### config.mk
export PLATFORM = sky130hd
export DESIGN_NAME = rx_ptp_parse
export DESIGN_NICKNAME = d
export VERILOG_FILES = /design/src/rtl/rx_ptp_parse_pkg.sv /design/src/rtl/rx_xgmii_ctl_det.sv /design/src/rtl/rx_ptp_parse.sv
export SDC_FILE = /design/constraint.sdc
export NUM_CORES = 1
export LEC_CHECK = 0
export CELL_PAD_IN_SITES_DETAIL_PLACEMENT = 0
export CELL_PAD_IN_SITES_GLOBAL_PLACEMENT = 1
export CORE_MARGIN = 5
export CORE_UTILIZATION = 42
export DETAILED_ROUTE_END_ITERATION = 7
export DONT_BUFFER_PORTS = 1
export HOLD_SLACK_MARGIN = 0.05
export PLACE_DENSITY_LB_ADDON = 0.1
export SLEW_MARGIN = 25
export SYNTH_ARGS = -nofsm -noshare
export SYNTH_HDL_FRONTEND = slang
export SYNTH_SLANG_ARGS = --single-unit
### constraint.sdc
create_clock -name rx_clk -period 7.7 [get_ports rx_clk]
set_input_delay 1.54 -clock rx_clk [delete_from_list [all_inputs] [get_ports rx_clk]]
set_output_delay 1.54 -clock rx_clk [all_outputs]
set_load 0.02 [all_outputs]
### src/rtl/rx_ptp_parse_pkg.sv
// Shared constants for the XGMII receive-side PTP header parser:
// control codes, EtherTypes, header byte offsets, config bit indices, FSM encodings.
package rx_ptp_parse_pkg;

  localparam logic [7:0]  XGMII_START = 8'hFB;
  localparam logic [7:0]  XGMII_TERM  = 8'hFD;
  localparam logic [7:0]  XGMII_ERR   = 8'hFE;
  localparam logic [7:0]  XGMII_IDLE  = 8'h07;

  localparam logic [15:0] ETYPE_PTP  = 16'h88F7;
  localparam logic [15:0] ETYPE_VLAN = 16'h8100;

  // Byte positions counted from the first DA byte
  localparam logic [11:0] ETYPE_POS      = 12'd12;
  localparam logic [11:0] ETYPE_POS_VLAN = 12'd16;
  localparam logic [11:0] HDR_BASE       = 12'd14;
  localparam logic [11:0] HDR_BASE_VLAN  = 12'd18;

  // Offsets inside the PTP common header
  localparam logic [11:0] OFF_MSGTYPE = 12'd0;
  localparam logic [11:0] OFF_VERSION = 12'd1;
  localparam logic [11:0] OFF_FLAGS   = 12'd6;
  localparam logic [11:0] OFF_SPI     = 12'd20;
  localparam logic [11:0] OFF_SEQID   = 12'd30;
  localparam logic [11:0] OFF_LAST    = 12'd33;

  localparam int unsigned CFG_RX_TS_EN  = 8;
  localparam int unsigned CFG_RX_INT_EN = 9;

  localparam logic [1:0] ST_IDLE     = 2'd0;
  localparam logic [1:0] ST_HDR      = 2'd1;
  localparam logic [1:0] ST_WAIT_END = 2'd2;

  localparam logic [10:0] CNT_MAX = 11'd2047;

  function automatic logic [10:0] cnt_advance(input logic [10:0] c);
    return (c > CNT_MAX - 11'd8) ? CNT_MAX : c + 11'd8;
  endfunction

endpackage

### src/rtl/rx_xgmii_ctl_det.sv
// Per-lane XGMII control decode: start, terminate and error flags,
// plus the lowest lane carrying a terminate.
module rx_xgmii_ctl_det
  import rx_ptp_parse_pkg::*;
(
  input  logic [63:0] i_rxd,
  input  logic [7:0]  i_rxc,
  output logic [7:0]  o_start,
  output logic [7:0]  o_term,
  output logic [7:0]  o_err,
  output logic        o_term_any,
  output logic [2:0]  o_term_lane
);

  always_comb begin
    o_start     = '0;
    o_term      = '0;
    o_err       = '0;
    o_term_lane = '0;
    for (int unsigned n = 0; n < 8; n++) begin
      o_start[n] = i_rxc[n] && (i_rxd[8*n +: 8] == XGMII_START);
      o_term[n]  = i_rxc[n] && (i_rxd[8*n +: 8] == XGMII_TERM);
      o_err[n]   = i_rxc[n] && (i_rxd[8*n +: 8] == XGMII_ERR);
    end
    for (int unsigned n = 8; n > 0; n--) begin
      if (o_term[n-1]) o_term_lane = 3'(n - 1);
    end
    o_term_any = |o_term;
  end

endmodule

### src/rtl/rx_ptp_parse.sv
// XGMII receive PTP parser: timestamps SFD, extracts PTPv2 header fields, reports on /T/.
// Optional macro RX_PTP_VLAN_EN: skip a single 802.1Q tag before the EtherType check.
module rx_ptp_parse
  import rx_ptp_parse_pkg::*;
(
  input  logic         rx_clk,
  input  logic         rx_rst_n,
  input  logic         rx_clk_en_i,
  input  logic [63:0]  rxd_i,
  input  logic [7:0]   rxc_i,
  output logic [63:0]  rxd_o,
  output logic [7:0]   rxc_o,
  input  logic [79:0]  sfd_timestamp_i,
  input  logic [15:0]  sfd_timestamp_frac_ns_i,
  input  logic [31:0]  tsu_cfg_i,
  output logic         rxts_valid_o,
  output logic [79:0]  rx_timestamp_o,
  output logic [15:0]  rx_timestamp_frac_ns_o,
  output logic [79:0]  rx_sourcePortIdentity_o,
  output logic [15:0]  rx_flagField_o,
  output logic [15:0]  rx_seqId_o,
  output logic [3:0]   rx_messageType_o,
  output logic [3:0]   rx_majorSdoId_o,
  output logic [3:0]   rx_versionPTP_o,
  output logic [3:0]   rx_minorVersionPTP_o,
  output logic         int_rx_ptp_o
);

`ifdef RX_PTP_VLAN_EN
  localparam bit VLAN_SUPPORT = 1'b1;
`else
  localparam bit VLAN_SUPPORT = 1'b0;
`endif

  logic [1:0]  r_state;
  logic [10:0] r_cnt;
  logic        r_vlan;
  logic [79:0] r_sh_ts, r_sh_spi;
  logic [15:0] r_sh_frac, r_sh_flag, r_sh_seq;
  logic [3:0]  r_sh_msg, r_sh_major, r_sh_ver, r_sh_minor;

  logic [7:0]  w_start_l, w_term_l, w_err_l, w_err_mask;
  logic        w_term_any, w_err, w_unused;
  logic [2:0]  w_term_lane;
  logic [1:0]  w_state_n;
  logic        w_begin, w_report, w_vlan_n, w_et_fail, w_hdr_done;
  logic [79:0] w_spi_n;
  logic [15:0] w_flag_n, w_seq_n;
  logic [3:0]  w_msg_n, w_major_n, w_ver_n, w_minor_n;
  logic [11:0] v_idx, v_pos, v_base;
  logic [15:0] v_et;
  logic [7:0]  v_b;

  rx_xgmii_ctl_det u_ctl_det (
    .i_rxd       (rxd_i),
    .i_rxc       (rxc_i),
    .o_start     (w_start_l),
    .o_term      (w_term_l),
    .o_err       (w_err_l),
    .o_term_any  (w_term_any),
    .o_term_lane (w_term_lane)
  );

  // Error codes after the terminate lane belong to the inter-frame gap.
  always_comb begin
    w_err_mask = '0;
    for (int unsigned n = 0; n < 8; n++) begin
      w_err_mask[n] = !w_term_any || (3'(n) < w_term_lane);
    end
  end
  assign w_err    = |(w_err_l & w_err_mask);
  assign w_unused = ^{tsu_cfg_i[31:10], tsu_cfg_i[7:0], w_start_l[7:1]};

  // Header byte extraction; lane n of the current word is byte r_cnt+n.
  always_comb begin
    w_vlan_n   = r_vlan;
    w_spi_n    = r_sh_spi;
    w_flag_n   = r_sh_flag;
    w_seq_n    = r_sh_seq;
    w_msg_n    = r_sh_msg;
    w_major_n  = r_sh_major;
    w_ver_n    = r_sh_ver;
    w_minor_n  = r_sh_minor;
    w_et_fail  = 1'b0;
    w_hdr_done = 1'b0;
    v_idx      = '0;
    v_pos      = '0;
    v_base     = '0;
    v_et       = '0;
    v_b        = '0;
    if (r_state == ST_HDR) begin
      for (int unsigned n = 0; n < 8; n++) begin
        if (!rxc_i[n]) begin
          v_idx  = {1'b0, r_cnt} + 12'(n);
          v_b    = rxd_i[8*n +: 8];
          v_pos  = w_vlan_n ? ETYPE_POS_VLAN : ETYPE_POS;
          v_base = w_vlan_n ? HDR_BASE_VLAN : HDR_BASE;
          if (v_idx == v_pos) v_et[15:8] = v_b;
          if (v_idx == v_pos + 12'd1) begin
            v_et[7:0] = v_b;
            if (VLAN_SUPPORT && !w_vlan_n && (v_et == ETYPE_VLAN)) w_vlan_n = 1'b1;
            else if (v_et != ETYPE_PTP) w_et_fail = 1'b1;
          end
          if (v_idx == v_base + OFF_MSGTYPE) begin
            w_major_n = v_b[7:4];
            w_msg_n   = v_b[3:0];
          end
          if (v_idx == v_base + OFF_VERSION) begin
            w_minor_n = v_b[7:4];
            w_ver_n   = v_b[3:0];
          end
          if (v_idx == v_base + OFF_FLAGS)         w_flag_n[15:8] = v_b;
          if (v_idx == v_base + OFF_FLAGS + 12'd1) w_flag_n[7:0]  = v_b;
          for (int unsigned k = 0; k < 10; k++) begin
            if (v_idx == v_base + OFF_SPI + 12'(k)) w_spi_n[8*(9-k) +: 8] = v_b;
          end
          if (v_idx == v_base + OFF_SEQID)         w_seq_n[15:8] = v_b;
          if (v_idx == v_base + OFF_SEQID + 12'd1) w_seq_n[7:0]  = v_b;
          if (v_idx == v_base + OFF_LAST)          w_hdr_done = 1'b1;
        end
      end
    end
  end

  always_comb begin
    w_state_n = r_state;
    w_begin   = 1'b0;
    w_report  = 1'b0;
    case (r_state)
      ST_IDLE: begin
        if (w_start_l[0] && tsu_cfg_i[CFG_RX_TS_EN]) begin
          w_state_n = ST_HDR;
          w_begin   = 1'b1;
        end
      end
      ST_HDR, ST_WAIT_END: begin
        if (w_err) begin
          w_state_n = ST_IDLE;
        end else if (w_start_l[0]) begin
          w_begin   = tsu_cfg_i[CFG_RX_TS_EN];
          w_state_n = tsu_cfg_i[CFG_RX_TS_EN] ? ST_HDR : ST_IDLE;
        end else if (r_state == ST_HDR) begin
          if (w_term_any || w_et_fail) w_state_n = ST_IDLE;
          else if (w_hdr_done)         w_state_n = ST_WAIT_END;
        end else if (w_term_any) begin
          w_state_n = ST_IDLE;
          w_report  = 1'b1;
        end
      end
      default: w_state_n = ST_IDLE;
    endcase
  end

  always_ff @(posedge rx_clk) begin
    if (!rx_rst_n) begin
      r_state    <= ST_IDLE;
      r_cnt      <= '0;
      r_vlan     <= 1'b0;
      r_sh_ts    <= '0;
      r_sh_frac  <= '0;
      r_sh_spi   <= '0;
      r_sh_flag  <= '0;
      r_sh_seq   <= '0;
      r_sh_msg   <= '0;
      r_sh_major <= '0;
      r_sh_ver   <= '0;
      r_sh_minor <= '0;
      rxd_o      <= {8{XGMII_IDLE}};
      rxc_o      <= '1;
      rxts_valid_o            <= 1'b0;
      rx_timestamp_o          <= '0;
      rx_timestamp_frac_ns_o  <= '0;
      rx_sourcePortIdentity_o <= '0;
      rx_flagField_o          <= '0;
      rx_seqId_o              <= '0;
      rx_messageType_o        <= '0;
      rx_majorSdoId_o         <= '0;
      rx_versionPTP_o         <= '0;
      rx_minorVersionPTP_o    <= '0;
    end else begin
      rxts_valid_o <= 1'b0;
      if (rx_clk_en_i) begin
        rxd_o   <= rxd_i;
        rxc_o   <= rxc_i;
        r_state <= w_state_n;
        if (w_begin) begin
          r_cnt      <= '0;
          r_vlan     <= 1'b0;
          r_sh_ts    <= sfd_timestamp_i;
          r_sh_frac  <= sfd_timestamp_frac_ns_i;
          r_sh_spi   <= '0;
          r_sh_flag  <= '0;
          r_sh_seq   <= '0;
          r_sh_msg   <= '0;
          r_sh_major <= '0;
          r_sh_ver   <= '0;
          r_sh_minor <= '0;
        end else if (r_state != ST_IDLE) begin
          r_cnt      <= (w_state_n == ST_IDLE) ? '0 : cnt_advance(r_cnt);
          r_vlan     <= w_vlan_n;
          r_sh_spi   <= w_spi_n;
          r_sh_flag  <= w_flag_n;
          r_sh_seq   <= w_seq_n;
          r_sh_msg   <= w_msg_n;
          r_sh_major <= w_major_n;
          r_sh_ver   <= w_ver_n;
          r_sh_minor <= w_minor_n;
        end
        if (w_report) begin
          rxts_valid_o            <= 1'b1;
          rx_timestamp_o          <= r_sh_ts;
          rx_timestamp_frac_ns_o  <= r_sh_frac;
          rx_sourcePortIdentity_o <= r_sh_spi;
          rx_flagField_o          <= r_sh_flag;
          rx_seqId_o              <= r_sh_seq;
          rx_messageType_o        <= r_sh_msg;
          rx_majorSdoId_o         <= r_sh_major;
          rx_versionPTP_o         <= r_sh_ver;
          rx_minorVersionPTP_o    <= r_sh_minor;
        end
      end
    end
  end

  assign int_rx_ptp_o = rxts_valid_o & tsu_cfg_i[CFG_RX_INT_EN];

endmodule

==> impl_results.md, run 1 <==
- Port Buf Inserts: 0
- Core area: 52450 um2
- CTS Buffer Depth: 3
- Placer congestion estimate: 0.7976
- Clock skew: 16.04 ps
- Num CTS Buffers: 58
- Setup bufs post-CTS: 0
- Synth Instances: 2765
- CTS tree: yes
- Die width: 239.9 um
- Commonest cells in the synthesized netlist: nand2_1, dfxtp_1, a21oi_1
- Nature of the critical path endpoint: register
- Pleak: 0.008868 uW
- CTS resizes: 0
- FP Rows: 84
- Initial antenna violation count: 0
- GRT Total Usage: 0.2454
- Initial DRC count: 1430
- DRC viols: 0
- Die height: 239.9 um
- Netlist cell types: 61
- R2R Setup Slk: 3660 ps
- Hold Crit Depth: 2
- R2R depth: 11
- Area grow syn2layout: 9.413%
- Hold Path Origin: r_sh_ts[39]
- Post-layout net count: 2797
- Post-synth top area cell: dfxtp_1
- Synth warnings: 0
- Sequential cell area: 10650 um2
- Num Clock Sinks: 532
- Critical path launch point type: primary input
- Capturing point of the worst reg2reg path: r_cnt[8]
- Post-synth EDFFs: 0
- Grt ovf: 0
- Final hold viol count: 0
- Cell Pwr Density: 243.0 nW/um2
- Synthesized area: 22200 um2
- Vias in the first global route: 17.66k
- Crit path kind: primary input to register
- ANT nets after route: 0
- Least-Margin Pin Slew: 1043 ps
- First-pass GRT wire length: 111900 um
- Ys flop type: dfxtp_1
- Post-synth top area share: 0.4798
- Crit Reg-Reg Startpoint: r_cnt[3]
- Crit path to: r_sh_spi[10]
- Die ar.: 57550 um2
- Fraction of layout cells with a size suffix above 1: 0.05572
- Pre-antenna DRT Iters: 5
- Register area share after synthesis: 0.4798
- # setup viols final: 0
- Pre-CTS setup slack: 2534 ps
- Multi-input gate area: 10500 um2
- Synth Area per Inst: 8.028 um2
- WP data arrival: 5110 ps
- H-tree Lvls: 2
- Root buffer cell: clkbuf_16
- Cell with the most instances after synthesis: nand2_1
- Hold_buf cts: 0
- Worst Hold Class: register to register
- Fin worst setup slack: 3113 ps
- DP Wirelength: 47640 um
- Setup TNS: 0 ps
- Initial core utilization: 0.4233
- VDD IR max: 0.1695 mV
- Maximum fanout along the worst path: 81
- Antenna diodes: 0
- Vias: 18.85k
- Overall routed net length: 75330 um
- Crit path from: rxd_i[5]
- Max_slew headroom: 0.3031
- Clk slew on worst S/H paths: 60 ps
- Synthesized flop and latch total: 532
- Clk_lat worst skew: 610 ps
- Slew Limit Fails: 0
- Required time of the critical path: 8230 ps
- Pin count of the biggest net entering global routing: 208
- Drt wl/cell: 22.65 um
- Crit path time final: 4587 ps
- Synthesized Nets: 2973
- Async SR Flop Fraction: 0
- Final period util: 0.5957
- Max Clk Rate: 218.0 MHz
- Synth top area cells: dfxtp_1, nand2_1, a21oi_1
- RSZ-0062 raised after global routing: no
- Drt via density: 5.669
- Status: complete, no violations
- Number of fill cells: 5256
- Max Cap Viol: 0
- IO Count: 501
-- final cells by class --
| class | instances | area share |
|---|---|---|
| Inverter | 15 | 0.002833 |
| Multi-Input combinational cell | 1969 | 0.4321 |
| Clock inverter | 26 | 0.01576 |
| Timing Repair Buffer | 13 | 0.006697 |
| Sequential cell | 532 | 0.4385 |
| Tap cell | 688 | 0.03544 |
| Clock buffer | 83 | 0.06862 |
-- worst max-delay path, cell delays in order --
cell and delay, ps:
and4_1 200, nand4_1 120, nor3b_1 600, nand2_1 300
nor3_1 470, o21a_4 830, buf_4 610, o2111ai_1 220
a21oi_1 160
-- state kept, by name (all words and copies together) (netlist names), 8 cells and up --
register and flops:
r_sh_spi 80, r_sh_ts 80, rx_sourcePortIdentity_o 80, rx_timestamp_o 80
rxd_o 64, r_sh_flag 16, r_sh_frac 16, r_sh_seq 16
rx_flagField_o 16, rx_seqId_o 16, rx_timestamp_frac_ns_o 16, r_cnt 9
rxc_o 8
-- kinds of logic (layout without fill, tap and decap cells) --
logic type / Yosys count / count (layout) / share of synthesized area
compound gates: 644 / 644 / 0.1737
xor+xnor: 2 / 2 / 0.0007893
fa+ha+maj: 5 / 5 / 0.002818
buf+inv: 264 / 137 / 0.05000
flops: 532 / 532 / 0.4798
mux: 195 / 195 / 0.08833
simple gates: 1123 / 1123 / 0.2046
-- worst min path at each step --
stage,to,slack [ps]
2_1_floorplan,rx_timestamp_frac_ns_o[15],430
3_3_place_gp,rx_timestamp_o[18],440
3_5_place_dp,rx_timestamp_o[54],440
4_1_cts,rx_timestamp_o[31],450
5_1_grt,rx_timestamp_o[75],460
6_report,rx_timestamp_o[39],450
-- cell usage in the layout (no fill, tap or decap), types with 8 or more instances in the layout --
cell and instances:
or2_2 10, dfxtp_1 532, clkbuf_1 14, nand3_1 12, a21oi_1 453, or3_1 9, o2111ai_1 128, nand4_1 11
nand2b_1 13, o21ai_0 14, clkbuf_16 59, a22o_1 8, bufinv_16 9, nor2_1 69, nor3_1 9, inv_1 14
o211ai_1 8, clkbuf_8 10, mux2i_1 188, nand2_1 944, clkinv_2 13
-- routing by layer --
metal  GRT usage  vias to the layer above  wire length, um
met1      0.3093                     9108            30540
met3     0.07983                      115             6759
met4     0.06671                        0             1903
met5           0                        -                0
met2      0.4075                      549            36120
li1            -                     9082                -
-- stage by stage --
| step | instance area [um2] | util | power, uW | cells | hold slack [ps] |
|---|---|---|---|---|---|
| detailed placement | 22200 | 0.4233 | 2989 | 3216 | 442.5 |
| global placement | 22200 | 0.4233 | 2987 | 3216 | 437.3 |
| floorplan | 22200 | - | 2985 | 2765 | 432.1 |
| CTS | 24250 | 0.4623 | 5973 | 3325 | 451.6 |
| global route | 24290 | 0.4631 | 6088 | 3326 | 460.2 |
| finish | 24290 | 0.4631 | 5903 | 3326 | 449.7 |
-- where the power goes --
group	switching (uW)	internal, uW	leakage (uW)
sequential	47.3	2780	0.00430
combinational	69.0	36.2	0.00356
clock	1170	1810	0.00101
(Power assumes the default switching activity.)
==> run 2, diff against run 1 <==
==> constraint.sdc (replaced) <==
create_clock -name rx_clk -period 4.5 [get_ports rx_clk]
set_input_delay 0.9 -clock rx_clk [delete_from_list [all_inputs] [get_ports rx_clk]]
set_output_delay 0.9 -clock rx_clk [all_outputs]
set_load 0.02 [all_outputs]
==> run 2 against run 1 <==
  * Worst hold slack got worse by 93 ps
  * Via count grew 0.82%
  * Global-route usage increased by 0.12 points
  * Sequential share of layout area shrank 0.36 points
  * Worst setup slack got worse by 2200 ps
  * Critical endpoint is now r_sh_spi[50]
  * Core utilization increased by 0.39 points
  * Clock power is 71% higher
==> impl_results.md, run 2 (synthesized netlist as in run 1, its figures left out) <==
- Crit path kind: register to register
- Crit Reg-Reg Startpoint: r_cnt[3]
- Cell Pwr Density: 411.8 nW/um2
- Die height: 239.9 um
- Largest delay share family, worst path: simple AND/OR/NAND/NOR gates
- Clock skew: 15.00 ps
- Clk_lat worst skew: 610 ps
- Worst stage delay on the critical path: 740 ps
- RSZ-0062 raised after global routing: no
- Crit path time final: 3555 ps
- Setup TNS: 0 ps
- Maximum fanout along the worst path: 15
- Area grow syn2layout: 10.33%
- Initial antenna violation count: 0
- Drt via density: 5.684
- Final period util: 0.7899
- Hold path endpoint: rxd_o[40]
- Hold Path Origin: rx_rst_n
- CTS resizes: 0
- # setup viols final: 0
- Max Clk Rate: 281.3 MHz
- Port Buf Inserts: 0
- DP Wirelength: 48850 um
- Least-Margin Pin Slew: 930.4 ps
- Placer congestion estimate: 0.8151
- ANT nets after route: 0
- Placed Area: 22430 um2
- CTS tree: yes
- DRC viols: 0
- Fin area: 24490 um2
- Required time of the critical path: 4950 ps
- Initial core utilization: 0.4233
- Initial DRC count: 1369
- Nature of the critical path endpoint: register
- Fraction of layout cells with a size suffix above 1: 0.06175
- Pleak: 0.008974 uW
- Vias in the first global route: 17.93k
- H-tree Lvls: 2
- Die width: 239.9 um
- Capturing point of the worst reg2reg path: r_sh_spi[50]
- Worst Hold Class: primary input to register
- Most frequent cells in the layout: nand2_1, dfxtp_1, a21oi_1, mux2i_1, o2111ai_1
- Critical-path top delay cell: nor2_2
- WP data arrival: 4010 ps
- FP Rows: 84
- Pin count of the biggest net entering global routing: 142
- Drt wl/cell: 22.56 um
- Setup bufs post-CTS: 0
- Grt ovf: 0
- Hold_buf cts: 0
- Number of fill cells: 5182
- Num CTS Buffers: 59
- Clk slew on worst S/H paths: 60 ps
- Commonest non-fill, non-tap cell in the layout: nand2_1
- Pre-antenna DRT Iters: 5
- CTS Buffer Depth: 3
- CP Buf/Inv Count: 1
- Final hold viol count: 0
- Root buffer cell: clkbuf_16
- Crit-path cells: ha_1, inv_1, and4_1, o21ai_1, nor3_1, nand3_1, nor2_2, mux2i_1, nand2_1, o2111ai_1, a21oi_1
- Num Clock Sinks: 532
- Max Cap Viol: 0
- R2R Setup Slk: 950 ps
- Slew Limit Fails: 0
- VDD IR max: 0.2837 mV
- Critical path launch point type: register
- IO Count: 501
- First-pass GRT wire length: 112200 um
- Overall routed net length: 75450 um
- Vias: 19.01k
- Die ar.: 57550 um2
- Antenna diodes: 0
- Hold Crit Depth: 1
- Status: complete, no violations
- R2R depth: 11
- GRT Total Usage: 0.2466
- Post-layout net count: 2814
- Core area: 52450 um2
- Max_slew headroom: 0.3798
-- run 2: layout make-up --
type / instances / area [um2] / area share
multi-input cells: 1969 / 10500 / 0.4286
flip-flops and latches: 532 / 10650 / 0.4349
repair buffers: 29 / 355.3 / 0.01451
clock inverters: 19 / 272.8 / 0.01114
well taps: 688 / 860.8 / 0.03515
inverters: 15 / 63.81 / 0.002606
clock buffers: 92 / 1792 / 0.07316
-- run 2: per-layer routing --
metal	vias up	global-route usage	routed length, um
met1	9202	0.3019	30400
li1	9122	-	-
met2	569	0.4166	36570
met3	115	0.08316	6662
met5	-	0	0
met4	0	0.06964	1825
-- run 2: how the worst max path moves through the flow --
| stage | end | cells after the start | from | slack [ps] |
|---|---|---|---|---|
| floorplan | r_sh_frac[15] | 14 | rxd_i[51] | 1350 |
| CTS | r_sh_spi[50] | 11 | r_cnt[3] | 960 |
| global route | r_cnt[7] | 11 | r_cnt[3] | 700 |
| global placement | r_sh_flag[1] | 11 | rxd_i[23] | 750 |
| finish | r_sh_spi[50] | 11 | r_cnt[3] | 950 |
| detailed placement | r_sh_spi[35] | 11 | rxd_i[23] | 660 |
-- run 2: report_power, final --
part	total [uW]	internal, uW	leakage [uW]	switching (uW)
Combinational	183	64.7	0.00366	119
Sequential	4830	4750	0.00430	80.2
Clock	5070	3070	0.00101	2000
Total	10100	7890	0.00897	2200
-- run 2: worst register-to-register path: cells and delay by family (launching register included) --
family | cells | cell delay [ps]
compound gates | 3 | 350
flops | 1 | 470
simple gates | 5 | 1780
mux | 1 | 260
buf+inv | 1 | 150
fa+ha+maj | 1 | 380
-- run 2: per-stage QoR --
step,cells,hold WS [ps],util,power (uW),worst slack (ps)
global placement,3233,436.5,0.4276,5114,746.6
detailed placement,3233,443.6,0.4276,5119,662.3
floorplan,2765,432.1,-,5107,1346
CTS,3344,310.3,0.4670,10220,964.5
finish,3344,356.4,0.4670,10090,945.2
global route,3344,329.2,0.4670,10420,704.9
